==> src/rtl/uart_pkg.sv <==
// Shared UART constants and elaboration-time helpers, used by the bit-rate
// generator and by the TX/RX shift paths.
package uart_pkg;

    localparam int unsigned DIV_MIN   = 4;
    localparam int unsigned FRAME_LEN = 10;

    function automatic int unsigned default_div(input int unsigned clk_freq,
                                                input int unsigned baud);
        return clk_freq / baud;
    endfunction

    function automatic int unsigned clog2(input int unsigned v);
        int unsigned r;
        r = 0;
        for (int i = 0; i < 32; i++) begin
            if ((64'd1 << i) < 64'(v)) r = i + 1;
        end
        return r;
    endfunction

endpackage

==> src/rtl/uart_div_ctrl.sv <==
// Divisor register for the bit-rate generator: holds the active clocks-per-bit
// value and defers run-time rewrites to the next bit boundary.
module uart_div_ctrl
    import uart_pkg::*;
#(
    parameter int          DIV_W   = 16,
    parameter int unsigned RST_DIV = 5208
) (
    input  logic             sclk,
    input  logic             rst_n,
    input  logic             count_sig,
    input  logic             bit_end,
    input  logic             div_wr,
    input  logic [DIV_W-1:0] div_in,
    output logic [DIV_W-1:0] div_cur,
    output logic             div_pend,
    output logic             div_err
);

    logic [DIV_W-1:0] div_cur_q, div_cur_d;
    logic [DIV_W-1:0] div_nxt_q, div_nxt_d;
    logic             div_pend_q, div_pend_d;
    logic             div_err_q, div_err_d;
    logic             wr_ok;

    always_comb begin
        wr_ok      = div_wr && (div_in >= DIV_W'(DIV_MIN));
        div_err_d  = div_wr && !wr_ok;
        div_cur_d  = div_cur_q;
        div_nxt_d  = div_nxt_q;
        div_pend_d = div_pend_q;
        // Stopped or at a boundary: a write arriving now beats an older pending value.
        if (!count_sig || bit_end) begin
            if (wr_ok)           div_cur_d = div_in;
            else if (div_pend_q) div_cur_d = div_nxt_q;
            div_pend_d = 1'b0;
        end else if (wr_ok) begin
            div_nxt_d  = div_in;
            div_pend_d = 1'b1;
        end
    end

    always_ff @(posedge sclk) begin
        if (!rst_n) begin
            div_cur_q  <= DIV_W'(RST_DIV);
            div_nxt_q  <= DIV_W'(RST_DIV);
            div_pend_q <= 1'b0;
            div_err_q  <= 1'b0;
        end else begin
            div_cur_q  <= div_cur_d;
            div_nxt_q  <= div_nxt_d;
            div_pend_q <= div_pend_d;
            div_err_q  <= div_err_d;
        end
    end

    assign div_cur  = div_cur_q;
    assign div_pend = div_pend_q;
    assign div_err  = div_err_q;

endmodule

==> src/rtl/uart_bps_gen.sv <==
// Run-time programmable UART bit-rate generator: bit mid-point and end strobes,
// RX oversample tick, and bit position within the frame.
module uart_bps_gen
    import uart_pkg::*;
#(
    parameter int unsigned CLK_FREQ     = 50_000_000,
    parameter int unsigned DEFAULT_BAUD = 9600,
    parameter int          DIV_W        = 16,
    parameter int          OVS_LOG2     = 4,
    parameter int          FRAME_BITS   = FRAME_LEN
) (
    input  logic             sclk,
    input  logic             RSTn,
    input  logic             Count_Sig,
    input  logic             div_wr,
    input  logic [DIV_W-1:0] div_in,
    output logic             BPS_CLK,
    output logic             bit_end,
    output logic             ovs_tick,
    output logic [3:0]       bit_idx,
    output logic             frame_done,
    output logic [DIV_W-1:0] div_cur,
    output logic             div_pend,
    output logic             div_err
);

    localparam int unsigned DEFAULT_DIV = default_div(CLK_FREQ, DEFAULT_BAUD);

    logic [DIV_W-1:0] cnt_q, cnt_d;
    logic [DIV_W-1:0] ovs_cnt_q, ovs_cnt_d;
    logic [3:0]       bit_idx_q, bit_idx_d;
    logic             run_q;
    logic [DIV_W-1:0] last_cnt, mid_cnt, ovs_raw, ovs_div, ovs_last;
    logic             last_bit;

    uart_div_ctrl #(
        .DIV_W   (DIV_W),
        .RST_DIV (DEFAULT_DIV)
    ) u_div_ctrl (
        .sclk      (sclk),
        .rst_n     (RSTn),
        .count_sig (Count_Sig),
        .bit_end   (bit_end),
        .div_wr    (div_wr),
        .div_in    (div_in),
        .div_cur   (div_cur),
        .div_pend  (div_pend),
        .div_err   (div_err)
    );

    always_comb begin
        last_cnt   = div_cur - DIV_W'(1);
        mid_cnt    = (div_cur >> 1) - DIV_W'(1);
        ovs_raw    = div_cur >> OVS_LOG2;
        ovs_div    = (ovs_raw == '0) ? DIV_W'(1) : ovs_raw;
        ovs_last   = ovs_div - DIV_W'(1);
        last_bit   = (bit_idx_q == 4'(FRAME_BITS - 1));

        bit_end    = run_q && (cnt_q == last_cnt);
        BPS_CLK    = run_q && (cnt_q == mid_cnt);
        ovs_tick   = run_q && (ovs_cnt_q == ovs_last);
        frame_done = bit_end && last_bit;
        bit_idx    = bit_idx_q;

        cnt_d     = '0;
        ovs_cnt_d = '0;
        bit_idx_d = '0;
        if (Count_Sig) begin
            // >= rather than == so a stale count can never run past the divisor
            cnt_d     = (cnt_q >= last_cnt) ? '0 : cnt_q + DIV_W'(1);
            // Oversample phase restarts every bit so truncation error never accumulates.
            ovs_cnt_d = (bit_end || ovs_cnt_q >= ovs_last) ? '0 : ovs_cnt_q + DIV_W'(1);
            bit_idx_d = bit_idx_q;
            if (bit_end) bit_idx_d = last_bit ? 4'd0 : bit_idx_q + 4'd1;
        end
    end

    always_ff @(posedge sclk) begin
        if (!RSTn) begin
            cnt_q     <= '0;
            ovs_cnt_q <= '0;
            bit_idx_q <= '0;
            run_q     <= 1'b0;
        end else begin
            cnt_q     <= cnt_d;
            ovs_cnt_q <= ovs_cnt_d;
            bit_idx_q <= bit_idx_d;
            run_q     <= Count_Sig;
        end
    end

endmodule

==> config.mk <==
export PLATFORM = sky130hd
export DESIGN_NAME = uart_bps_gen
export DESIGN_NICKNAME = d
export VERILOG_FILES = /design/src/rtl/uart_pkg.sv /design/src/rtl/uart_div_ctrl.sv /design/src/rtl/uart_bps_gen.sv
export SDC_FILE = /design/constraint.sdc
export NUM_CORES = 1
export LEC_CHECK = 0
export ABC_AREA = 1
export BUFFER_PORTS_ARGS = -buffer_cell sky130_fd_sc_hd__buf_2
export CAP_MARGIN = 15
export CORE_UTILIZATION = 50
export CTS_BUF_LIST = sky130_fd_sc_hd__clkbuf_16
export DETAILED_ROUTE_END_ITERATION = 10
export PLACE_DENSITY = 0.71
export RECOVER_POWER = 50
export SLEW_MARGIN = 20
export SYNTH_ARGS = -nofsm -noshare
export SYNTH_HDL_FRONTEND = slang
export SYNTH_SLANG_ARGS = --single-unit
==> constraint.sdc <==
create_clock -name sclk -period 3.05 [get_ports sclk]
set_input_delay 0.61 -clock sclk [delete_from_list [all_inputs] [get_ports sclk]]
set_output_delay 0.61 -clock sclk [all_outputs]
set_load 0.01 [all_outputs]
==> impl_results.md, run 1 <==
* Post-route clock period utilization at 1.106
* Yosys synthesis warning count at 0
* Hold EP: u_div_ctrl.div_nxt_q[12]$_SDFFE_PN1P_
* Relative max-transition margin at 0.3454
* Largest net degree at the start of global routing at 31
* Startpoint of the worst hold path: u_div_ctrl.div_nxt_q[12]$_SDFFE_PN1P_
* Slowest cell on crit path: dfxtp_1
* Placer congestion estimate at 0.8967
* Fin. max-slew vios at 0
* Total Power at 2.578 mW
* R2R Path Start: u_div_ctrl.div_cur[8]$_SDFFE_PN0P_
* Clock input transition at the sequential cells of the worst setup and hold paths at 0.06 ns
* CP arrival at 2.76 ns
* Syn Nets at 858
* Violations in the final reports: negative setup slack
* Count of buffers inserted at the top-level ports at 45
* Number of buffers created by CTS at 9
* Average cell area after synthesis at 6.461 µm²
* Type of the setup path with the least slack: reg -> out
* Number of design-rule violations left by the first detailed-router iteration at 244
* Ratio of cells with drive above 1 in the final layout at 0.2610
* CTS sink count at 71
* Slew @ Worst Pin at 0.9819 ns
* Dpl hpwl at 10330 µm
* Total inserted antenna cells at 0
* CP required at 2.44 ns
* Final critical delay including setup and external delays at 3.373 ns
* Count of standard-cell rows at 36
* Vias in the first global route at 4919
* Top FF cell, synth: dfxtp_1
* Number of max-cap violations at 0
* GR Util All Layers at 0.2665
* Core ar. at 0.009910 mm²
* Post-detailed-route count of antenna-violating nets at 0
* Crit path setup slack, layout at -0.3233 ns
* Critical Path End Type: output port
* Final net count at 984
* Power density over cell area at 377.4 mW/mm²
* Proportion of register bits with asynchronous set or reset after synthesis at 0
* Leakage Power at 3.031 nW
* Outcome: finished with violations
* Core Util, Final at 0.6894
* Reg2Reg Capture Point: u_div_ctrl.div_cur[2]$_SDFFE_PN0P_
* Sequential-to-total area share from yosys stat at 0.2750
* Area overhead of the layout relative to synthesis at 32.17%
* Number of antenna violations at the first check in global routing at 0
* Delay of the slowest cell on the worst path at 0.34 ns
* Overflow left after global routing at 0
* Clock latency of the later-clocked register in the worst-skew pair at 0.35 ns
* DRC violations left at 0
* Commonest cells after routing, fill and taps aside: 210 x nand2_1, 110 x nor2_1, 81 x inv_1
* Final Skew at 0.006578 ns
* Clock tree from TritonCTS: built
* FF-to-FF setup slack at -0.07 ns
* Post-DR vias/cell at 5.115
* Distinct cell type count after synthesis at 35
* Synthesized cell area at 0.005169 mm²
* Die height at 103.7 µm
* Highest Clock Rate at 0.2964 GHz
* Maximum resistive drop on vdd at 0.0004217 V
* Synth Instances at 800
* Path class of the lowest-slack min-delay path: reg -> reg
* Pre-antenna DRT Iters at 4
* Number of buffers on the longest clock path at 2
* Worst hold path cell count at 2
* Most frequent standard cell in the layout excluding fill and tap cells: nand2_1
* Root buffer cell: clkbuf_16
* H-tree levels at 3
* Wire length of the first global-routing pass at 22830 µm
* Flip-flop and latch count after synthesis at 71
* Final TNS setup at -1.709 ns
* Fin. Hold Viols at 0
* Count of boundary I/O pins at 46
* Number of cell instances on the worst register-to-register path at 21
* Setup-violating endpoint count in the final report at 22
* Number of synthesized flops with an enable pin at 0
* Startpoint type of the worst setup path: flip-flop
* Maximum net fanout on the critical path at 4
* Overall routed net length at 14940 µm
* Setup repair after global routing missed its margin: true
* Die span in x at 103.7 µm
* Die Outline Area at 0.01075 mm²
* Cells along the critical path: nor2_2 > nand2_2 > nor2_4 > nand2_1 > nand2_1 > inv_2 > ha_4 > nand2_4 > nor2_4 > nand3_4 > ha_4 > nand2_4 > nor4_4 > nand3b_1 > nor2_2 > buf_2
* Initial Utilization at 0.5216
* Vias at 5442
* Routed wirelength normalized by instance count at 14.04 µm
## cell type report
| cell class | instances | area, µm² |
|---|---|---|
| clock buffers | 9 | 225.2 |
| well taps | 133 | 166.4 |
| clock inverters | 7 | 63.81 |
| repair buffers | 128 | 850.8 |
| multi-input cells | 628 | 3749 |
| flip-flops and latches | 71 | 1436 |
| inverters | 88 | 340.3 |
| fillers | 864 | 3078 |
## registers in the layout, indices dropped and copies added, names as in the netlist
register              flops
u_div_ctrl.div_cur       16
u_div_ctrl.div_pend       1
run_q                     1
bit_idx                   4
ovs_cnt_q                16
cnt_q                    16
u_div_ctrl.div_nxt_q     16
u_div_ctrl.div_err        1
## metrics by stage
| step | worst slack, ns | area [µm²] | std cells | hold WS, ns |
|---|---|---|---|---|
| after global routing | -0.4912 | 6832 | 1064 | 0.4740 |
| after CTS | -0.3035 | 6455 | 1047 | 0.4602 |
| after floorplan | 0.006028 | 5244 | 800 | 0.4292 |
| after global placement | -0.002492 | 5893 | 1013 | 0.4403 |
| after detailed placement | -0.08539 | 5893 | 1013 | 0.4445 |
| final | -0.3233 | 6832 | 1064 | 0.4622 |
## worst max path at each step
| stage | to | slack [ns] | start | depth (start not counted) |
|---|---|---|---|---|
| 3_3_place_gp | ovs_tick | -0.002 | u_div_ctrl.div_cur[8]$_SDFFE_PN0P_ | 17 |
| 2_1_floorplan | ovs_tick | 0.006 | u_div_ctrl.div_cur[10]$_SDFFE_PN1P_ | 17 |
| 3_5_place_dp | ovs_tick | -0.09 | u_div_ctrl.div_cur[8]$_SDFFE_PN0P_ | 16 |
| 5_1_grt | ovs_tick | -0.49 | u_div_ctrl.div_cur[12]$_SDFFE_PN1P_ | 16 |
| 6_report | ovs_tick | -0.32 | u_div_ctrl.div_cur[12]$_SDFFE_PN1P_ | 16 |
| 4_1_cts | ovs_tick | -0.30 | u_div_ctrl.div_cur[13]$_SDFFE_PN0P_ | 16 |
## where the power goes
group / internal, mW / switching, mW
Sequential: 0.964 / 0.0244
Combinational: 0.219 / 0.328
Clock: 0.627 / 0.416
Total: 1.81 / 0.768
## cells in the mapped netlist (all sizes together) (5+ instances only)
library cell,instances,share of area
buf,16,0.024
nor3,28,0.028
a21oi,25,0.024
nor2,149,0.12
o21ai,20,0.019
dfxtp,71,0.27
nand3b,7,0.010
nand2,243,0.19
xnor2,14,0.024
nand3,39,0.039
ha,38,0.092
xor2,37,0.063
inv,88,0.064
nand4,9,0.011
or2,5,0.0061
## critical path: cells and delay by family, from the launching register on
family | cells | cell delay (ns)
simple gates | 12 | 1.38
fa+ha+maj | 2 | 0.47
flops | 1 | 0.34
buf+inv | 2 | 0.21
## routing by layer
metal	global-route usage	routed length, µm	vias to the layer above
met1	0.3185	6567	2498
met3	0.06545	726	25
li1	-	-	2772
met4	0.1000	333	0
met2	0.4607	7309	147
met5	0	0	-
## cell families (layout without fill, tap and decap cells)
family / after synthesis / in the layout / synth area share
buffers and inverters: 108 / 232 / 0.09126
xor gates and xnor gates: 51 / 51 / 0.08642
and+or+nand+nor: 481 / 488 / 0.4030
DFF: 71 / 71 / 0.2750
AOI/OAI and AO/OA: 51 / 51 / 0.05229
adders and majority gates: 38 / 38 / 0.09199
## timing repair
item                       in CTS  in global routing
hold buffers                    0                  0
resized for setup              39                 64
buffers inserted               18                 10
pin swaps                      24                 21
setup endpoints to repair       3                 53
cloned                          0                  7
No activity file was read; power rests on OpenSTA's default activity.
==> inputs of run 2 (changes only) <==
- CORE_MARGIN: default -> 5
==> run 2 against run 1 <==
  * Critical path depth up 1
  * Final area down 0.81%
  * Wire length up 3.1%
  * Largest cell class unchanged
  * Critical path type unchanged
  * The run still ends with negative setup slack left
  * Worst hold slack worse by 0.0035 ns
  * Die area up 16%
  * Clock power about the same
==> impl_results.md, run 2 (synthesis gave the netlist of run 1 again) <==
* Clock input transition at the sequential cells of the worst setup and hold paths at 0.06 ns (about the same)
* Overall routed net length at 15400 µm (+3.1%)
* Fill cells at 836 (-3.2%)
* Slew @ Worst Pin at 0.4816 ns (-0.5003 ns)
* Non-Filler Cell Area, Final at 0.006777 mm² (-0.81%)
* Final critical delay including setup and external delays at 3.347 ns (-0.02596 ns)
* H-tree levels at 3 (unchanged)
* Root buffer cell: clkbuf_16
* Post-route clock period utilization at 1.097 (-0.008512)
* Die Outline Area at 0.01247 mm² (+16%)
* CTS sink count at 71 (unchanged)
* Post-DR vias/cell at 5.102 (-0.25%)
* Core ar. at 0.01018 mm² (+2.8%)
* Count of standard-cell rows at 37 (+2.8%)
* Number of max-cap violations at 0 (unchanged)
* Path class of the lowest-slack min-delay path: reg -> reg
* Count of boundary I/O pins at 46 (unchanged)
* Die span in x at 111.7 µm (+7.7%)
* Total Power at 2.578 mW (about the same)
* Maximum resistive drop on vdd at 0.0002421 V (-43%)
* Hold_buf cts at 0 (unchanged)
* Fin cells at 1068 (+0.38%)
* Largest net degree at the start of global routing at 31 (unchanged)
* Placer congestion estimate at 0.9351 (+4.3%)
* Vias in the first global route at 5377 (+9.3%)
* Routed wirelength normalized by instance count at 14.42 µm (+2.7%)
* Number of antenna violations at the first check in global routing at 0 (unchanged)
* Final net count at 986 (+0.20%)
* Highest Clock Rate at 0.2987 GHz (+0.78%)
* Post-detailed-route count of antenna-violating nets at 0 (unchanged)
* Commonest cells after routing, fill and taps aside: 212 x nand2_1, 116 x nor2_1, 85 x buf_4
* Pre-antenna DRT Iters at 5 (+1)
* Clock tree from TritonCTS: built
* Die height at 111.7 µm (+7.7%)
* Count of buffers inserted at the top-level ports at 45 (unchanged)
* Dpl hpwl at 11030 µm (+6.7%)
* DRC violations left at 0 (unchanged)
* Critical Path End Type: output port
* Clock latency of the later-clocked register in the worst-skew pair at 0.33 ns (-0.02 ns)
* Crit path setup slack, layout at -0.2974 ns (+0.02596 ns)
* Cells after DPL at 1022 (+0.89%)
* Final Skew at 0.007237 ns (+0.0006591 ns)
* Wire length of the first global-routing pass at 25050 µm (+9.8%)
* Area overhead of the layout relative to synthesis at 31.11%
* Pre-CTS setup slack at -0.02616 ns (+0.05923 ns)
* Leakage Power at 3.089 nW (+1.9%)
* Number of buffers created by CTS at 9 (unchanged)
* Number of buffers on the longest clock path at 2 (unchanged)
* CP required at 2.44 ns (about the same)
* Startpoint type of the worst setup path: flip-flop
* Relative max-transition margin at 0.6777 (+0.3323)
* Initial Utilization at 0.5075 (-0.01410)
* Type of the setup path with the least slack: reg -> out
* Most frequent standard cell in the layout excluding fill and tap cells: nand2_1
* Total inserted antenna cells at 0 (unchanged)
* DP Area at 0.005954 mm² (+1.0%)
* Fin. max-slew vios at 0 (unchanged)
* Outcome: finished with violations
* Power density over cell area at 380.4 mW/mm² (+0.80%)
* Overflow left after global routing at 0 (unchanged)
* Setup-violating endpoint count in the final report at 3 (-86%)
* Maximum net fanout on the critical path at 4 (unchanged)
* Setup repair after global routing missed its margin: true
* CP arrival at 2.74 ns (-0.02 ns)
* Vias at 5449 (+0.13%)
* Ratio of cells with drive above 1 in the final layout at 0.2618 (+0.0007929)
* Violations in the final reports: negative setup slack
* GR Util All Layers at 0.2409 (-0.02566)
* Fin. Hold Viols at 0 (unchanged)
* Number of design-rule violations left by the first detailed-router iteration at 276 (+13%)
## run 2: cell count changes in the layout (fill, tap and decap cells not counted), sizes merged
cell and change:
buf +13, clkbuf -4, nand2 -3, nor2 -3, clkinv -2, clkinvlp +1
nand3 -1
## run 2: final cells by class
cell class / count / area, µm² / share of cell area
multi-input cells: 621 / 3586 / 0.5292
clock inverters: 6 / 62.56 / 0.009232
repair buffers: 137 / 952.2 / 0.1405
well taps: 136 / 170.2 / 0.02511
inverters: 88 / 337.8 / 0.04985
clock buffers: 9 / 225.2 / 0.03323
flip-flops and latches: 71 / 1443 / 0.2129
## run 2: final timing paths
kind / from / depth (start not counted) / to / slack, ns
worst max-delay path: u_div_ctrl.div_cur[7]$_SDFFE_PN0P_ / 17 / ovs_tick / -0.30
worst min-delay path: u_div_ctrl.div_nxt_q[6]$_SDFFE_PN1P_ / 2 / u_div_ctrl.div_nxt_q[6]$_SDFFE_PN1P_ / 0.46
worst max register to register: u_div_ctrl.div_cur[5]$_SDFFE_PN0P_ / 20 / u_div_ctrl.div_cur[10]$_SDFFE_PN1P_ / 0.12
worst min register to register: u_div_ctrl.div_nxt_q[6]$_SDFFE_PN1P_ / 2 / u_div_ctrl.div_nxt_q[6]$_SDFFE_PN1P_ / 0.46
## run 2: power breakdown
group	internal [mW]	total [mW]	switching [mW]	leakage (nW)
sequential	0.964	0.992	0.0282	0.582
combinational	0.228	0.549	0.321	2.37
clock	0.627	1.04	0.410	0.139
## run 2: timing repair
item | 4_1_cts | 5_1_grt
pin swaps | 25 | 31
setup buffers | 27 | 10
endpoints found under the setup margin | 3 | 44
resized for setup | 42 | 53
## run 2: per-layer routing
| layer | global-route usage | routed length (µm) |
|---|---|---|
| met3 | 0.04239 | 667 |
| met1 | 0.2836 | 6543 |
| met2 | 0.4329 | 7601 |
| met5 | 0 | 0 |
| met4 | 0.09327 | 586 |
## run 2: through the flow
step | TNS, ns | utilization | hold slack (ns)
finish | -0.8134 | 0.6654 | 0.4587
global route | -1.452 | 0.6654 | 0.4856
CTS | -0.7338 | 0.6469 | 0.4590
detailed placement | -0.04521 | 0.5846 | 0.4428
global placement | 0 | 0.5846 | 0.4401
floorplan | 0 | - | 0.4292
## run 2: worst max-delay path, cell delays in order, from the launching register on
cell,delay (ns)
dfxtp_4,0.39
nor2_4,0.05
nand2_2,0.06
inv_2,0.04
nand2_2,0.07
nand2_2,0.06
inv_2,0.07
ha_4,0.15
nand2_4,0.06
nor2_4,0.14
nand2_2,0.09
xor2_1,0.15
ha_1,0.29
nand2_2,0.07
nor4_4,0.22
nand3b_1,0.20
nor2_2,0.15
buf_2,0.13
